### src/rtl/id_slot_alloc.sv
// Slot allocator for the AXI monitor ID tracking table: round-robin grant of free
// slots, release/reclaim with illegal-release detection, and lowest-index ID lookup.
module id_slot_alloc #(
   parameter  int IdCapacity = 16,
   parameter  int IdWidth    = 4,
   localparam int SlotIdxW   = $clog2(IdCapacity),
   localparam int CntW       = $clog2(IdCapacity + 1)
) (
   input  logic                  clk_i,
   input  logic                  rst_ni,
   input  logic                  alloc_valid_i,
   input  logic [IdWidth-1:0]    alloc_id_i,
   output logic                  alloc_ready_o,
   output logic [SlotIdxW-1:0]   alloc_idx_o,
   input  logic                  rel_valid_i,
   input  logic [SlotIdxW-1:0]   rel_idx_i,
   input  logic [IdWidth-1:0]    lookup_id_i,
   output logic                  lookup_hit_o,
   output logic [SlotIdxW-1:0]   lookup_idx_o,
   output logic [IdCapacity-1:0] free_o,
   output logic [CntW-1:0]       count_o,
   output logic                  full_o,
   output logic                  empty_o,
   output logic                  err_o
);

   logic [IdCapacity-1:0] free_q, free_d;
   logic [IdWidth-1:0]    id_q [IdCapacity];
   logic [IdWidth-1:0]    id_d [IdCapacity];
   logic [SlotIdxW-1:0]   rr_ptr_q, rr_ptr_d;
   logic [CntW-1:0]       count_q, count_d;
   logic                  err_q, err_d;

   logic                  grant_found;
   logic [SlotIdxW-1:0]   grant_idx;
   logic                  alloc_fire;
   logic                  rel_in_range;
   logic                  rel_slot_free;
   logic                  rel_fire;
   logic                  full;

   assign full          = (count_q == CntW'(IdCapacity));
   assign alloc_ready_o = !full;
   assign alloc_idx_o   = grant_idx;
   assign alloc_fire    = alloc_valid_i && alloc_ready_o;

   // Out-of-range indices are treated as "already free" so they fall into the error path.
   assign rel_in_range  = (int'(rel_idx_i) < IdCapacity);
   assign rel_slot_free = rel_in_range ? free_q[rel_idx_i] : 1'b1;
   assign rel_fire      = rel_valid_i && !rel_slot_free;

   // Grant scan starts at the round-robin pointer and wraps explicitly, so
   // non-power-of-two capacities work; it only looks at registered state.
   always_comb begin
      int j;
      j           = 0;
      grant_found = 1'b0;
      grant_idx   = '0;
      for (int k = 0; k < IdCapacity; k++) begin
         j = int'(rr_ptr_q) + k;
         if (j >= IdCapacity) j = j - IdCapacity;
         if (!grant_found && free_q[j]) begin
            grant_found = 1'b1;
            grant_idx   = SlotIdxW'(j);
         end
      end
   end

   // Descending scan so the lowest matching busy slot is the one left standing.
   always_comb begin
      lookup_hit_o = 1'b0;
      lookup_idx_o = '0;
      for (int i = IdCapacity - 1; i >= 0; i--) begin
         if (!free_q[i] && (id_q[i] == lookup_id_i)) begin
            lookup_hit_o = 1'b1;
            lookup_idx_o = SlotIdxW'(i);
         end
      end
   end

   always_comb begin
      free_d   = free_q;
      id_d     = id_q;
      rr_ptr_d = rr_ptr_q;
      count_d  = count_q;
      err_d    = rel_valid_i && rel_slot_free;
      if (alloc_fire) begin
         free_d[grant_idx] = 1'b0;
         id_d[grant_idx]   = alloc_id_i;
         rr_ptr_d          = (int'(grant_idx) == IdCapacity - 1) ? '0
                                                                  : grant_idx + SlotIdxW'(1);
      end
      if (rel_fire) free_d[rel_idx_i] = 1'b1;
      if (alloc_fire && !rel_fire)      count_d = count_q + CntW'(1);
      else if (!alloc_fire && rel_fire) count_d = count_q - CntW'(1);
   end

   always_ff @(posedge clk_i) begin
      if (!rst_ni) begin
         free_q   <= '1;
         rr_ptr_q <= '0;
         count_q  <= '0;
         err_q    <= 1'b0;
         for (int i = 0; i < IdCapacity; i++) id_q[i] <= '0;
      end else begin
         free_q   <= free_d;
         rr_ptr_q <= rr_ptr_d;
         count_q  <= count_d;
         err_q    <= err_d;
         for (int i = 0; i < IdCapacity; i++) id_q[i] <= id_d[i];
      end
   end

   assign free_o  = free_q;
   assign count_o = count_q;
   assign full_o  = full;
   assign empty_o = (count_q == '0);
   assign err_o   = err_q;

endmodule

### config.mk
export PLATFORM = sky130hd
export DESIGN_NAME = id_slot_alloc
export DESIGN_NICKNAME = d
export VERILOG_FILES = /design/src/rtl/id_slot_alloc.sv
export SDC_FILE = /design/constraint.sdc
export NUM_CORES = 1
export LEC_CHECK = 0
export ABC_AREA = 1
export CAP_MARGIN = 20
export CORE_MARGIN = 2
export CORE_UTILIZATION = 54
export CTS_CLUSTER_DIAMETER = 120
export DETAILED_ROUTE_END_ITERATION = 8
export DONT_BUFFER_PORTS = 1
export GPL_TIMING_DRIVEN = 1
export PLACE_DENSITY_LB_ADDON = 0.15
export SYNTH_ARGS = -nofsm -noshare
export SYNTH_HDL_FRONTEND = slang
export SYNTH_SLANG_ARGS = --single-unit
### constraint.sdc
create_clock -name clk_i -period 4.4 [get_ports clk_i]
set_input_delay 0.44 -clock clk_i [delete_from_list [all_inputs] [get_ports clk_i]]
set_output_delay 0.44 -clock clk_i [all_outputs]
set_load 0.05 [all_outputs]
==> impl_metrics.py, run 1 <==
metrics = {
    "synthesis": {
        "ys.flop_type": "dfxtp_1",
        "synth-edff-count": 0,
        "synth_cell_types": 53,
        "synthCells": 973,
        "yosysSeqAreaShare_pct": 28.0,
        "synth_seq_cells": 90,
        "synth_nets": 1005,
        "synth.avg_cell_area_sq_um": 6.62,
        "synth_warnings": 0,
        "async_flop_share_pct": 0,
        "syn_area_sq_um": 6440,
    },
    "critical_path": {
        "critPathArrivalTime_ns": 3.64,
        "crit_path_top_delay_cell": "dfxtp_1",
        "worst-path-buf-inv": 5,
        "path_cells": "clkinv_4, ha_4, buf_6, nand3_1, nand3_1, nand3_1, nand2_4, nand4_4, nor2_4, nand4_4, nor3_4, buf_4, nand3_1, nand3_1, nor2_1, nand4_2, buf_4, buf_4",
        "cp.required_ns": 3.96,
        "worst_path_largest_cell_delay_ns": 0.40,
        "worstPathMaxFanout": 14,
        "critPathMostFrequentCell": "nand3_1",
        "r2r_setup_slack_ns": 0.32,
        "end_kind": "output pin",
        "worstSetupPathType": "reg -> out",
        "cp_top_family": "simple AND/OR/NAND/NOR gates",
        "worstSetupStartpointType": "flop",
    },
    "worst_hold_path": {
        "hold_path.class": "in -> reg",
    },
    "sta": {
        "maxSlewHeadroom_pct": 41.1,
        "setup_viol": 0,
        "final_max_slew_viol_count": 0,
        "clock_skew_ns": 0.0134,
        "fin_crit_ns": 4.08,
        "post-route-period-util_pct": 92.8,
        "worstMarginPinSlew_ns": 0.880,
        "max_freq_mhz": 245,
        "hold_viol": 0,
        "worst_slack_ns": 0.316,
    },
    "die": {
        "io_pins": 50,
        "die_x_um": 113,
        "die_y_um": 113,
        "coreArea_sq_um": 11500,
        "initial_core_util_pct": 55.9,
        "die_area_sq_um": 12800,
        "rows": 39,
    },
    "clock_tree": {
        "cts.clk_slew.worst_paths_ns": 0.07,
        "clk_path_buf_depth": 2,
        "cts_inserted_buffers": 9,
        "cts-root-buf": "clkbuf_16",
        "insertion_delay_ns": 0.36,
        "numClockSinks": 90,
        "cts_tree": "yes",
        "cts-htree-levels": 3,
    },
    "grt": {
        "grt_pass1_wl_um": 32200,
        "grt_busiest_layer": "met2",
        "overflow": 0,
        "use_met3_pct": 7.50,
        "grtUsageMet2_pct": 46.8,
        "grt_pass1_vias": 6311,
        "antenna_found_initial": 0,
        "grt.total_usage_pct": 31.6,
        "grt_max_degree": 79,
        "met1_usage_pct": 44.2,
    },
    "route": {
        "drcViolationCount": 4,
        "antenna_left": 0,
        "wl_um": 19800,
        "via_per_inst": 5.96,
        "drt-initial-drc-count": 694,
        "vias": 6827,
        "first_pass_iters": 8,
        "avgRoutedWirePerCell_um": 17.3,
    },
    "finish": {
        "synthToLayoutAreaGrowth_pct": 12.2,
        "fin_cells": 1145,
        "antenna_cells": 0,
        "fin_nets": 1029,
        "drive_gt1_share_pct": 12.7,
    },
    "pwr": {
        "peakVddDrop_v": 0.000669,
        "leakage_uw": 0.00322,
        "p_per_area_nw_per_um2": 934,
    },
    "place": {
        "dpl_worst_slack_ns": 0.282,
        "numPortBuffers": 0,
        "place_hpwl_um": 14700,
        "dpl.cell_count": 1124,
        "gp_congestion": 0.942,
    },
    "status": {
        "violations": "DRC",
        "outcome": "finished, violations left",
    },
    "job": {
        "cap_violations": 0,
    },
}
[flip-flops by register name, indices dropped and copies added (netlist names)]
| name | cells |
|---|---|
| id_q | 64 |
| err_o | 1 |
| free_o | 16 |
| count_o | 5 |
| rr_ptr_q | 4 |
[cell usage in the layout (no fill, tap or decap), types with 24 or more instances in the layout]
| cell type | count |
|---|---|
| o21ai_1 | 25 |
| nand3_1 | 124 |
| nand2_1 | 189 |
| o22ai_1 | 24 |
| a21oi_1 | 88 |
| buf_4 | 48 |
| dfxtp_1 | 89 |
| inv_1 | 101 |
| nor2_1 | 68 |
| o21ai_0 | 50 |
[cells by family (layout without fill, tap and decap cells)]
| kind of cell | count (synthesis) | after routing | share of synthesized area, % |
|---|---|---|---|
| flops | 90 | 90 | 28.0 |
| fa+ha+maj | 16 | 16 | 3.22 |
| simple gates | 442 | 442 | 33.0 |
| compound gates | 244 | 244 | 21.9 |
| buf+inv | 155 | 184 | 10.3 |
| xor+xnor | 26 | 26 | 3.53 |
[synth_stat cells, types with 10 or more instances]
| library cell | instances | area (sq um) |
|---|---|---|
| a21oi_1 | 89 | 445 |
| nand3_2 | 10 | 100 |
| a32oi_1 | 11 | 96.3 |
| o21ai_0 | 52 | 260 |
| inv_1 | 103 | 387 |
| clkbuf_1 | 21 | 78.8 |
| nor2_1 | 69 | 259 |
| ha_1 | 15 | 188 |
| nand4_1 | 16 | 100 |
| nand2_1 | 190 | 713 |
| o21ai_1 | 24 | 120 |
| nand3_1 | 124 | 621 |
| dfxtp_1 | 90 | 1800 |
| a211oi_1 | 14 | 105 |
| o22ai_1 | 24 | 150 |
| xnor2_1 | 17 | 149 |
[cell type report]
class / count / area, sq um
clock buffers: 10 / 239
clock inverters: 6 / 98.8
fillers: 1119 / 4290
inverters: 118 / 455
multi-input cells: 728 / 4070
flip-flops and latches: 90 / 1800
well taps: 143 / 179
repair buffers: 50 / 383
[where the power goes]
part / total (uW) / switching (uW) / internal, uW
combinational: 4680 / 3270 / 1410
sequential: 1200 / 205 / 996
clock: 873 / 353 / 520
[worst register-to-register path: cells and delay by family, from the launching register on]
family | cells | cell delay [ns]
AOI/OAI and AO/OA | 4 | 0.73
adders and majority gates | 2 | 0.45
buffers and inverters | 4 | 0.64
DFF | 1 | 0.40
and+or+nand+nor | 13 | 1.77
[metal layers]
metal	vias to the layer above	part of all wire, %	wire length, um
met4	0	2.6	506
met5	-	0	0
met2	297	43	8570
met3	47	10	2020
met1	3098	44	8740
li1	3385	-	-
[per-stage QoR]
| stage | setup TNS [ns] | area, sq um | power, uW | hold slack (ns) | utilization, % |
|---|---|---|---|---|---|
| after floorplan | 0 | 6450 | 4580 | 0.436 | - |
| after global placement | 0 | 6760 | 5610 | 0.443 | 58.7 |
| after detailed placement | 0 | 6760 | 5630 | 0.447 | 58.7 |
| after CTS | 0 | 7100 | 6520 | 0.147 | 61.6 |
| after global routing | -0.0535 | 7230 | 7250 | 0.163 | 62.8 |
| final | 0 | 7230 | 6750 | 0.164 | 62.8 |
[worst paths after layout]
| kind | endpoint | cells after the start | start |
|---|---|---|---|
| setup / recovery | alloc_idx_o[2] | 18 | rr_ptr_q[1]$_SDFFE_PN0P_ |
| hold / removal | free_o[6]$_SDFF_PN1_ | 1 | rst_ni |
| setup reg to reg | free_o[0]$_SDFF_PN1_ | 23 | rr_ptr_q[1]$_SDFFE_PN0P_ |
| hold reg to reg | id_q[14]$_SDFFE_PN0P_ | 2 | id_q[14]$_SDFFE_PN0P_ |
[what timing repair did]
action                                  in CTS  in global routing
hold buffers                                 0                  0
buffers inserted                             0                  5
endpoints found under the setup margin       0                 57
resized for setup                            0                 20
Note: power is estimated with default switching activity, not from simulation.
==> run 2: changes to the inputs <==
SKIP_CTS_REPAIR_TIMING = 1   (was default)
==> results of run 2 <==
The final DEF is identical to that of run 1; final timing and power are the same.
==> run 3: changes to the inputs <==
CAP_MARGIN = default   (was 20)
==> results of run 3 <==
The final DEF is identical to that of run 1; final timing and power are the same.
